<file path="config.mk">
export PLATFORM = sky130hd
export DESIGN_NAME = vend_ctrl_flat
export DESIGN_NICKNAME = d
export VERILOG_FILES = /design/src/rtl/vend_if.sv /design/src/rtl/vend_ctrl.sv /design/src/flat_wrapper.sv
export SDC_FILE = /design/constraint.sdc
export NUM_CORES = 1
export LEC_CHECK = 0
export ABC_CLOCK_PERIOD_IN_PS = 5510
export BUFFER_PORTS_ARGS = -buffer_cell sky130_fd_sc_hd__buf_2
export CAP_MARGIN = 25
export CORE_MARGIN = 3
export CORE_UTILIZATION = 55
export DETAILED_ROUTE_END_ITERATION = 16
export HOLD_SLACK_MARGIN = 0.08
export PLACE_DENSITY = 0.83
export SETUP_SLACK_MARGIN = 0.2
export SYNTH_ARGS = -nofsm -noshare
export SYNTH_HDL_FRONTEND = slang
export SYNTH_SLANG_ARGS = --single-unit
</file>
<file path="constraint.sdc">
create_clock -name clk -period 5.51 [get_ports clk]
set_input_delay 1.102 -clock clk [delete_from_list [all_inputs] [get_ports clk]]
set_output_delay 1.102 -clock clk [all_outputs]
set_load 0.01 [all_outputs]
</file>
<file path="src/rtl/vend_if.sv">
// Key strobe and display/status bundle between the keypad front end,
// vend_ctrl and the display path. The controller uses the slave modport.
interface vend_if #(
    parameter int AMT_W = 11
);
    logic             key_valid;
    logic [3:0]       key_code;
    logic [2:0]       state_o;
    logic [AMT_W-1:0] disp_value;
    logic [2:0]       product_o;
    logic [2:0]       qty_o;
    logic             dispense;
    logic [AMT_W-1:0] change_o;
    logic             refund;

    modport master (
        output key_valid, key_code,
        input  state_o, disp_value, product_o, qty_o, dispense, change_o, refund
    );

    modport slave (
        input  key_valid, key_code,
        output state_o, disp_value, product_o, qty_o, dispense, change_o, refund
    );
endinterface

</file>
<file path="src/rtl/vend_ctrl.sv">
// Vending-machine controller: product select, quantity, confirm, coin
// payment, dispense, change and refund. All outputs are registered.
// Optional inactivity timeout is enabled by defining VEND_TIMEOUT_EN.
module vend_ctrl #(
    parameter int                        N_PROD      = 5,
    parameter int                        PRICE_W     = 8,
    parameter logic [N_PROD*PRICE_W-1:0] PRICES      = {8'd1, 8'd2, 8'd5, 8'd10, 8'd6},
    parameter int                        MAX_QTY     = 3,
    parameter int                        TIMEOUT_CYC = 50_000_000,
    parameter int                        AMT_W       = PRICE_W + 3
) (
    input  logic   clk,
    input  logic   reset,
    vend_if.slave  bus
);
    typedef enum logic [2:0] {
        S_IDLE       = 3'd0,
        S_SELECT     = 3'd1,
        S_SHOW_PRICE = 3'd2,
        S_QTY        = 3'd3,
        S_CONFIRM    = 3'd4,
        S_PAY        = 3'd5,
        S_DISPENSE   = 3'd6
    } state_t;

    localparam logic [3:0] KEY_COIN1  = 4'h8;
    localparam logic [3:0] KEY_COIN5  = 4'h9;
    localparam logic [3:0] KEY_COIN10 = 4'hA;
    localparam logic [3:0] KEY_CANCEL = 4'hC;
    localparam logic [3:0] KEY_TAKEN  = 4'hD;
    localparam logic [3:0] KEY_CONF   = 4'hE;
    localparam logic [3:0] KEY_OK     = 4'hF;

    // Unit price of a product, zero when no valid product is selected.
    function automatic logic [AMT_W-1:0] price_of(input logic [2:0] prod);
        logic [AMT_W-1:0] p;
        p = '0;
        for (int k = 1; k <= N_PROD; k++) begin
            if (prod == 3'(k)) begin
                p = AMT_W'(PRICES[k*PRICE_W-1 -: PRICE_W]);
            end
        end
        return p;
    endfunction

    state_t           state_q,    state_d;
    logic [2:0]       product_q,  product_d;
    logic [2:0]       qty_q,      qty_d;
    logic [AMT_W-1:0] total_q,    total_d;
    logic [AMT_W-1:0] paid_q,     paid_d;
    logic [AMT_W-1:0] change_q,   change_d;
    logic [AMT_W-1:0] disp_q,     disp_d;
    logic             dispense_q, dispense_d;
    logic             refund_q,   refund_d;

    logic             key_v_s;
    logic [3:0]       key_s;
    logic [AMT_W-1:0] coin_s;
    logic             is_coin_s;
    logic [AMT_W:0]   sum_wide_s;
    logic [AMT_W-1:0] sum_s;
    logic             timeout_s;

    assign key_v_s = bus.key_valid;
    assign key_s   = bus.key_code;

    // Coin value of the current key and the saturating new paid amount.
    always_comb begin
        coin_s    = '0;
        is_coin_s = 1'b0;
        case (key_s)
            KEY_COIN1:  begin coin_s = AMT_W'(1);  is_coin_s = 1'b1; end
            KEY_COIN5:  begin coin_s = AMT_W'(5);  is_coin_s = 1'b1; end
            KEY_COIN10: begin coin_s = AMT_W'(10); is_coin_s = 1'b1; end
            default:    begin coin_s = '0;         is_coin_s = 1'b0; end
        endcase
        sum_wide_s = {1'b0, paid_q} + {1'b0, coin_s};
        if (sum_wide_s[AMT_W]) begin
            sum_s = '1;
        end else begin
            sum_s = sum_wide_s[AMT_W-1:0];
        end
    end

`ifdef VEND_TIMEOUT_EN
    localparam int CNT_W = $clog2(TIMEOUT_CYC + 1);
    logic [CNT_W-1:0] cnt_q, cnt_d;

    // Timeout fires only on a keyless cycle once the count has reached the limit.
    assign timeout_s = (cnt_q == CNT_W'(TIMEOUT_CYC)) && !key_v_s;

    // Inactivity counter: restarts on any key or state change, holds at the limit.
    always_comb begin
        cnt_d = cnt_q;
        if (key_v_s || (state_d != state_q)) begin
            cnt_d = '0;
        end else if (cnt_q != CNT_W'(TIMEOUT_CYC)) begin
            cnt_d = cnt_q + CNT_W'(1);
        end else begin
            cnt_d = cnt_q;
        end
    end

    // Inactivity counter register.
    always_ff @(posedge clk or negedge reset) begin
        if (!reset) begin
            cnt_q <= '0;
        end else begin
            cnt_q <= cnt_d;
        end
    end
`else
    assign timeout_s = 1'b0;
`endif

    // Next-state and datapath updates; leaving to IDLE clears the transaction.
    always_comb begin
        state_d    = state_q;
        product_d  = product_q;
        qty_d      = qty_q;
        total_d    = total_q;
        paid_d     = paid_q;
        change_d   = change_q;
        dispense_d = 1'b0;
        refund_d   = 1'b0;

        case (state_q)
            S_IDLE: begin
                product_d = '0;
                qty_d     = '0;
                total_d   = '0;
                paid_d    = '0;
                if (key_v_s && key_s == KEY_OK) begin
                    state_d  = S_SELECT;
                    change_d = '0;
                end
            end
            S_SELECT: begin
                if (key_v_s && key_s != 4'd0 && key_s <= 4'(N_PROD)) begin
                    product_d = key_s[2:0];
                    state_d   = S_SHOW_PRICE;
                end else if (key_v_s && key_s == KEY_CANCEL) begin
                    state_d = S_IDLE;
                end
            end
            S_SHOW_PRICE: begin
                if (key_v_s && key_s == KEY_OK) begin
                    qty_d   = 3'd1;
                    state_d = S_QTY;
                end else if (key_v_s && key_s == KEY_CANCEL) begin
                    state_d = S_IDLE;
                end
            end
            S_QTY: begin
                if (key_v_s && key_s != 4'd0 && key_s <= 4'(MAX_QTY)) begin
                    qty_d = key_s[2:0];
                end else if (key_v_s && key_s == KEY_OK) begin
                    total_d = price_of(product_q) * AMT_W'(qty_q);
                    state_d = S_CONFIRM;
                end else if (key_v_s && key_s == KEY_CANCEL) begin
                    state_d = S_IDLE;
                end
            end
            S_CONFIRM: begin
                if (key_v_s && key_s == KEY_CONF) begin
                    paid_d  = '0;
                    state_d = S_PAY;
                end else if (key_v_s && key_s == KEY_CANCEL) begin
                    state_d = S_IDLE;
                end
            end
            S_PAY: begin
                if (key_v_s && is_coin_s) begin
                    paid_d = sum_s;
                    if (sum_s >= total_q) begin
                        change_d   = sum_s - total_q;
                        dispense_d = 1'b1;
                        state_d    = S_DISPENSE;
                    end
                end else if (key_v_s && key_s == KEY_CANCEL) begin
                    change_d = paid_q;
                    refund_d = (paid_q != '0);
                    state_d  = S_IDLE;
                end
            end
            S_DISPENSE: begin
                if (key_v_s && key_s == KEY_TAKEN) begin
                    state_d = S_IDLE;
                end
            end
            default: begin
                state_d = S_IDLE;
            end
        endcase

        // Inactivity abort; coins already inserted are returned.
        if (timeout_s && state_q != S_IDLE && state_q != S_DISPENSE) begin
            state_d = S_IDLE;
            if (state_q == S_PAY) begin
                change_d = paid_q;
                refund_d = (paid_q != '0);
            end else begin
                refund_d = 1'b0;
            end
        end

        if (state_d == S_IDLE) begin
            product_d = '0;
            qty_d     = '0;
            total_d   = '0;
            paid_d    = '0;
        end
    end

    // Display value chosen from the state being entered so it is registered.
    always_comb begin
        disp_d = '0;
        case (state_d)
            S_SHOW_PRICE: disp_d = price_of(product_d);
            S_QTY:        disp_d = AMT_W'(qty_d);
            S_CONFIRM:    disp_d = total_d;
            S_PAY:        disp_d = paid_d;
            S_DISPENSE:   disp_d = change_d;
            default:      disp_d = '0;
        endcase
    end

    // State and datapath registers.
    always_ff @(posedge clk or negedge reset) begin
        if (!reset) begin
            state_q    <= S_IDLE;
            product_q  <= '0;
            qty_q      <= '0;
            total_q    <= '0;
            paid_q     <= '0;
            change_q   <= '0;
            disp_q     <= '0;
            dispense_q <= 1'b0;
            refund_q   <= 1'b0;
        end else begin
            state_q    <= state_d;
            product_q  <= product_d;
            qty_q      <= qty_d;
            total_q    <= total_d;
            paid_q     <= paid_d;
            change_q   <= change_d;
            disp_q     <= disp_d;
            dispense_q <= dispense_d;
            refund_q   <= refund_d;
        end
    end

    assign bus.state_o    = state_q;
    assign bus.disp_value = disp_q;
    assign bus.product_o  = product_q;
    assign bus.qty_o      = qty_q;
    assign bus.dispense   = dispense_q;
    assign bus.change_o   = change_q;
    assign bus.refund     = refund_q;
endmodule

</file>
<file path="src/flat_wrapper.sv">
// flat-port wrapper written by rule: the top's interface ports become plain ports
module vend_ctrl_flat 
#(
    parameter int                        N_PROD      = 5,
    parameter int                        PRICE_W     = 8,
    parameter logic [N_PROD*PRICE_W-1:0] PRICES      = {8'd1, 8'd2, 8'd5, 8'd10, 8'd6},
    parameter int                        MAX_QTY     = 3,
    parameter int                        TIMEOUT_CYC = 50_000_000,
    parameter int                        AMT_W       = PRICE_W + 3
)
  (clk, reset, bus_key_valid, bus_key_code, bus_state_o, bus_disp_value, bus_product_o, bus_qty_o, bus_dispense, bus_change_o, bus_refund);
  vend_if #(.AMT_W(AMT_W)) bus_i ();
  input  logic clk;
  input  logic reset;
  input wire logic [$bits(bus_i.key_valid)-1:0] bus_key_valid;
  input wire logic [$bits(bus_i.key_code)-1:0] bus_key_code;
  output wire logic [$bits(bus_i.state_o)-1:0] bus_state_o;
  output wire logic [$bits(bus_i.disp_value)-1:0] bus_disp_value;
  output wire logic [$bits(bus_i.product_o)-1:0] bus_product_o;
  output wire logic [$bits(bus_i.qty_o)-1:0] bus_qty_o;
  output wire logic [$bits(bus_i.dispense)-1:0] bus_dispense;
  output wire logic [$bits(bus_i.change_o)-1:0] bus_change_o;
  output wire logic [$bits(bus_i.refund)-1:0] bus_refund;
  assign bus_i.key_valid = bus_key_valid;
  assign bus_i.key_code = bus_key_code;
  assign bus_state_o = bus_i.state_o;
  assign bus_disp_value = bus_i.disp_value;
  assign bus_product_o = bus_i.product_o;
  assign bus_qty_o = bus_i.qty_o;
  assign bus_dispense = bus_i.dispense;
  assign bus_change_o = bus_i.change_o;
  assign bus_refund = bus_i.refund;
  vend_ctrl #(.N_PROD(N_PROD), .PRICE_W(PRICE_W), .PRICES(PRICES), .MAX_QTY(MAX_QTY), .TIMEOUT_CYC(TIMEOUT_CYC), .AMT_W(AMT_W)) u_core (.clk(clk), .reset(reset), .bus(bus_i));
endmodule
</file>
# --- After elaboration in Yosys (flattened, before gate mapping) ---
# Cells that the tools add are included.
totals:
  ff_bits: 55
  word_cells: 110
  input_bits: 7
op_classes:
  muxes: 54
  addsub: 2
  reduce_logical: 13
  n_mul: 1
  order_cmp: 3
  eq_ne: 28
op_table:
  columns: ["operator", "count"]
  rows:
  - ["$mux W11", 14]
  - ["$pmux W11 S5", 1]
  - ["$mux W3", 17]
  - ["$pmux W11 S2", 2]
  - ["$pmux W11 S3", 1]
  - ["$mux W4", 8]
  - ["$eq A3 B3 Y1 const B", 10]
  - ["$eq A4 B4 Y1 const B", 7]
  - ["$eq A3 B2 Y1 const B", 8]
  - ["$pmux W3 S7", 1]
  - ["$add A11 B4 Y12", 1]
  - ["$pmux W4 S3", 1]
  - ["$ge A11 B11 Y1", 1]
  - ["$mul A11 B3 Y11", 1]
  - ["$reduce_bool A11 Y1", 1]
  - ["$sub A11 B11 Y11", 1]
  - ["$eq A3 B1 Y1 const B", 3]
  - ["$pmux W3 S3", 1]
  - ["$logic_and A1 B1 Y1", 8]
  - ["$mux W1", 7]
  - ["$logic_not A3 Y1", 2]
  - ["$pmux W3 S2", 1]
  - ["$le A4 B2 Y1 const B", 1]
  - ["$le A4 B3 Y1 const B", 1]
  - ["other kinds (2)", 2]

# --- Longest topological paths before layout ---
logic_depth:
  ltp_word: 17
  depth_mapped: 24

# --- Worst setup path before layout ---
# No wires, ideal clock.
synth_path:
  path_kind: "input port to flip-flop"
  start: "input port bus_key_code[0]"
  end: "register u_core.disp_q[5] (netlist: u_core.bus.disp_value[5])"
  arrival_time_ns: 5.375
  path_slack_ns: 0.016
  path_buffers: 5
  stages: 23
  t_required_ns: 5.391
  cell_sequence: "clkbuf_1 buf_2 nor3b_1 inv_1 fa_1 nor2b_1 o21ai_0 a211oi_1 nand3_1 mux2i_1 inv_1 ha_1 and4_1 buf_2 a31oi_1 a21oi_1 nor3_2 a21o_1 buf_2 buf_2 nand3_1 a31o_2 o21a_1"
synth_between:
  elab_chain_len: 11
synth_lines:
  columns: ["item", "line_no", "text"]
  rows:
  - ["from (decl)", "flat_wrapper.sv:16", "input wire logic [$bits(bus_i.key_code)-1:0] bus_key_code;"]
  - ["$eq A4 B4 Y1", "vend_ctrl.sv:71", "case (key_s)"]
  - ["$pmux W4 S3", "vend_ctrl.sv:71", null]
  - ["$add A11 B4 Y12", "vend_ctrl.sv:77", "sum_wide_s = {1'b0, paid_q} + {1'b0, coin_s};"]
  - ["$mux W11", "vend_ctrl.sv:78", "if (sum_wide_s[AMT_W]) begin"]
  - ["$ge A11 B11 Y1", "vend_ctrl.sv:175", "if (sum_s >= total_q) begin"]
  - ["$mux W3", "vend_ctrl.sv:175", null]
  - ["$mux W3", "vend_ctrl.sv:173", "if (key_v_s && is_coin_s) begin"]
  - ["$pmux W3 S7 (*)", "vend_ctrl.sv:127", "case (state_q)"]
  - ["named net u_core.state_d[0]", "vend_ctrl.sv:46", "state_t state_q, state_d;"]
  - ["$logic_not A3 Y1", "vend_ctrl.sv:207", "if (state_d == S_IDLE) begin"]
  - ["$mux W11", "vend_ctrl.sv:207", null]
  - ["$pmux W11 S5 (*)", "vend_ctrl.sv:218", "case (state_d)"]
  - ["named net u_core.disp_d[5]", "vend_ctrl.sv:52", "logic [AMT_W-1:0] disp_q, disp_d;"]
  - ["to (signal assigned)", "vend_ctrl.sv:247", "disp_q <= disp_d;"]
  - ["to (decl)", "vend_ctrl.sv:52", null]
# The timed path passes the listed nets; every way through them passes the cells marked *.

# --- Worst setup path after layout ---
layout_path:
  start: "input port bus_key_code[2]"
  end: "register u_core.disp_q[2] (netlist: u_core.bus.disp_value[2])"
layout_between:
  elab_chain_len: 17
layout_lines:
  columns: ["item", "line_no", "text"]
  rows:
  - ["$eq A4 B4 Y1", "vend_ctrl.sv:71", null]
  - ["$pmux W4 S3", "vend_ctrl.sv:71", null]
  - ["$add A11 B4 Y12", "vend_ctrl.sv:77", null]
  - ["$mux W11", "vend_ctrl.sv:78", null]
  - ["$ge A11 B11 Y1", "vend_ctrl.sv:175", null]
  - ["$mux W3", "vend_ctrl.sv:175", null]
  - ["$mux W3", "vend_ctrl.sv:173", null]
  - ["$pmux W3 S7", "vend_ctrl.sv:127", null]
  - ["$logic_not A3 Y1", "vend_ctrl.sv:207", null]
  - ["$mux W3", "vend_ctrl.sv:207", null]
  - ["$eq A3 B1 Y1", "vend_ctrl.sv:39", "if (prod == 3'(k)) begin"]
  - ["$mux W3", "vend_ctrl.sv:39", null]
  - ["$mux W4 (4 in series)", "vend_ctrl.sv:39", null]
  - ["$pmux W11 S5 (*)", "vend_ctrl.sv:218", null]
  - ["named net u_core.disp_d[2]", "vend_ctrl.sv:52", null]
# Marks and branches as above.

==> results.md <==
* Outcome: finished clean
* Count of cell types in the netlist at 63
* Number of global-route vias before repair at 4,039
* Antenna violations before repair at 0
* Mapped cell area at 0.00431 mm²
* Final min period at 5.17 ns
* P_leak at 2.47 nW
* Pwr per Cell Area at 294 mW/mm²
* Util after Layout at 67.2%
* Maximum number of pins on one net before global-route repair at 56
* Final setup fails at 0
* DRC marker count from the first detailed-route iteration at 514
* Worst path cell trace: buf_2, nand2b_2, nor2_2, ha_1, inv_1, fa_2, nor2b_2, o21ai_2, a211oi_2, nand3_1, mux2i_2, inv_1, ha_1, and4_2, buf_4, o311a_1, nor3_4, a21o_1, buf_12, or3_1, a21oi_1, a211o_1
* CTS tree: done
* Sequential element share of the synthesized area at 31.9%
* Fin. Hold Viols at 0
* Pwr Total at 0.00147 W
* Total wire length at 13,500 µm
* Crit path depth at 22
* Htree depth at 2
* First-pass DRT Iterations at 5
* Die area at 0.00894 mm²
* # fillers at 631
* Final hold slack at 0.540 ns
* Synth Warn # at 0
* Vias per cell at 6.47
* Top FF cell, synth: dfrtp_1
* HPWL after detailed placement at 10,000 µm
* Final max-slew violation count at 0
* Initial Utilization at 57.9%
* Post-CTS Hold Fix Bufs at 0
* Total gr overflow at 0
* Hold WC Path Type: reg -> reg
* Crit end category: register
* Post-synth EDFFs at 0
* Total GRT Usage at 30.9%
* Drt wl/cell at 19.9 µm
* Boundary pin count at 40
* F_max at 0.194 GHz
* DRC at 0
* Critical path launch point type: primary input
* Crit path DAT at 5.41 ns
* Nets at 613
* First-pass GRT wire length at 21,300 µm
* Worst-path fanout max at 17
* Syn_area_per_cell at 8.18 µm²
* Core Footprint at 0.00745 mm²
* Reg2Reg Depth at 19
* Share of layout cells above drive strength 1 at 19.8%
* CP Class: in -> reg
* RSZ-0062 raised after global routing: false
* Period utilisation layout at 93.7%
* Max-cap violations at 0
* Worst-margin pin slew at 1.14 ns
* Antenna fix cells at 0
* Worst endpoint required time at 5.76 ns
* Ys async rst share at 100%
* Yosys reg bits at 55
* IO Port Bufs at 39
* # rows at 31
* Die W at 94.5 µm
* Peak supply drop at 0.119 mV
* CTS buffer count at 5
* Slowest cell on crit path: or3_1
* Final ANT Viol Nets at 0
* Die H at 94.5 µm
* Max clock buf depth at 2
* Slew margin rel. at 24.3%
* Hold depth at 1
* Via Count at 4,394
* Crit-path leading delay family: simple AND/OR/NAND/NOR gates
* Seq. cell area at 0.00138 mm²
* Clock Latency Late Sink at 0.33 ns
* Critical path's largest stage delay at 0.37 ns
* Clock skew at 0.0215 ns
* Clk sinks at 55
* Net count after synthesis at 560
* Clk root buf: clkbuf_8
* Area added between synthesis and finish at 16.1%
* Area of the multi-input gates at 0.00279 mm²
* Final GP Congestion at 0.992
* Clk slew on worst S/H paths at 0.11 ns
* Synth Instances at 527
* Crit path buf inv count at 5
[area by class of cell]
class | count | share of cell area [%]
clock inverter | 1 | 0.600
multi-input combinational | 409 | 55.6
sequential | 55 | 27.5
tap | 99 | 2.48
clock buffer | 6 | 1.45
timing repair buffer | 78 | 10.0
inverter | 31 | 2.33
[stage by stage]
| stage | cell area (µm²) | setup slack [ns] | setup TNS, ns | std cells |
|---|---|---|---|---|
| finish | 5000 | 0.345 | 0 | 679 |
| global route | 5000 | 0.117 | 0 | 679 |
| global placement | 4770 | 0.00928 | 0 | 667 |
| floorplan | 4320 | 0.218 | 0 | 527 |
| CTS | 4870 | 0.225 | 0 | 674 |
| detailed placement | 4770 | -0.0934 | -0.308 | 667 |
[kinds of logic (layout without fill, tap and decap cells)]
logic type	count (synthesis)	in the layout	share of synthesized area, %
simple gates	199	199	23.1
compound gates	164	164	26.4
buf+inv	63	116	5.89
flops	55	55	31.9
fa+ha+maj	26	26	8.42
xor+xnor	16	16	3.25
mux	4	4	0.958
[final timing paths]
check	start	endpoint	slack, ns
setup / recovery	bus_key_code[2]	u_core.bus.disp_value[2]	0.34
hold / removal	u_core.total_q[7]	u_core.total_q[7]	0.54
setup reg to reg	u_core.paid_q[0]	u_core.bus.disp_value[2]	1.07
hold reg to reg	u_core.total_q[7]	u_core.total_q[7]	0.54
max in group asynchronous	reset	u_core.total_q[0]	4.13
min in group asynchronous	reset	u_core.bus.disp_value[10]	0.90
[cells in the mapped netlist (5+ instances only)]
cell | number | area [µm²]
clkbuf_1 | 19 | 71.3
a21oi_1 | 35 | 175
a211oi_1 | 6 | 45.0
or3_1 | 5 | 31.3
a22o_1 | 6 | 52.6
nor4_1 | 7 | 43.8
dfrtp_1 | 55 | 1380
o21ai_0 | 30 | 150
and2_1 | 16 | 100
and3_1 | 6 | 37.5
fa_1 | 5 | 100
nor2b_1 | 14 | 87.6
buf_2 | 11 | 55.1
inv_1 | 31 | 116
xnor2_1 | 10 | 87.6
a211o_1 | 6 | 52.6
ha_1 | 21 | 263
a22oi_1 | 12 | 90.1
nor3_1 | 14 | 70.1
a21o_1 | 16 | 120
nand2_1 | 55 | 206
nand2b_1 | 6 | 37.5
nor2_1 | 47 | 176
nand3_1 | 9 | 45.0
xor2_1 | 6 | 52.6
a31oi_1 | 10 | 62.6
[cells in the final DEF, fill, tap and decap left out, types with 5 or more instances in the layout]
master,count
buf_4,38
clkbuf_8,5
nand2b_1,5
nor4_1,7
nand3_1,9
a22o_1,6
xnor2_1,10
and3_1,6
dfrtp_1,55
ha_1,21
a21oi_1,33
xor2_1,6
and2_1,16
a22oi_1,11
o21ai_0,28
a31oi_1,9
inv_1,31
a211o_1,6
buf_2,39
nand2_1,55
a211oi_1,5
nor2b_1,13
a21o_1,16
nor3_1,14
nor2_1,46
[layer usage]
| layer | vias up | share of wire, % | global-route usage (%) |
|---|---|---|---|
| li1 | 1996 | - | - |
| met1 | 2109 | 43 | 45.9 |
| met2 | 264 | 45 | 47.5 |
| met3 | 25 | 11 | 4.06 |
| met4 | 0 | 1.9 | 8.29 |
| met5 | - | 0 | 0 |
[flip-flops by register name, indices dropped and copies added, names as in the netlist]
name,flops
u_core.bus.change_o,11
u_core.bus.disp_value,11
u_core.bus.dispense,1
u_core.bus.product_o,3
u_core.bus.qty_o,3
u_core.bus.refund,1
u_core.bus.state_o,3
u_core.paid_q,11
u_core.total_q,11
[power breakdown]
group | total, W | internal (W) | switching (W)
clock network | 0.000275 | 0.000134 | 0.000141
logic | 0.000684 | 0.000269 | 0.000415
registers | 0.000512 | 0.000447 | 0.0000650
total | 0.00147 | 0.000850 | 0.000621
[what timing repair did]
action                                  CTS  global route
setup buffers                             0             5
endpoints found under the setup margin    0            25
resized for setup                         0            23
Power figures use the tool's default switching activity.
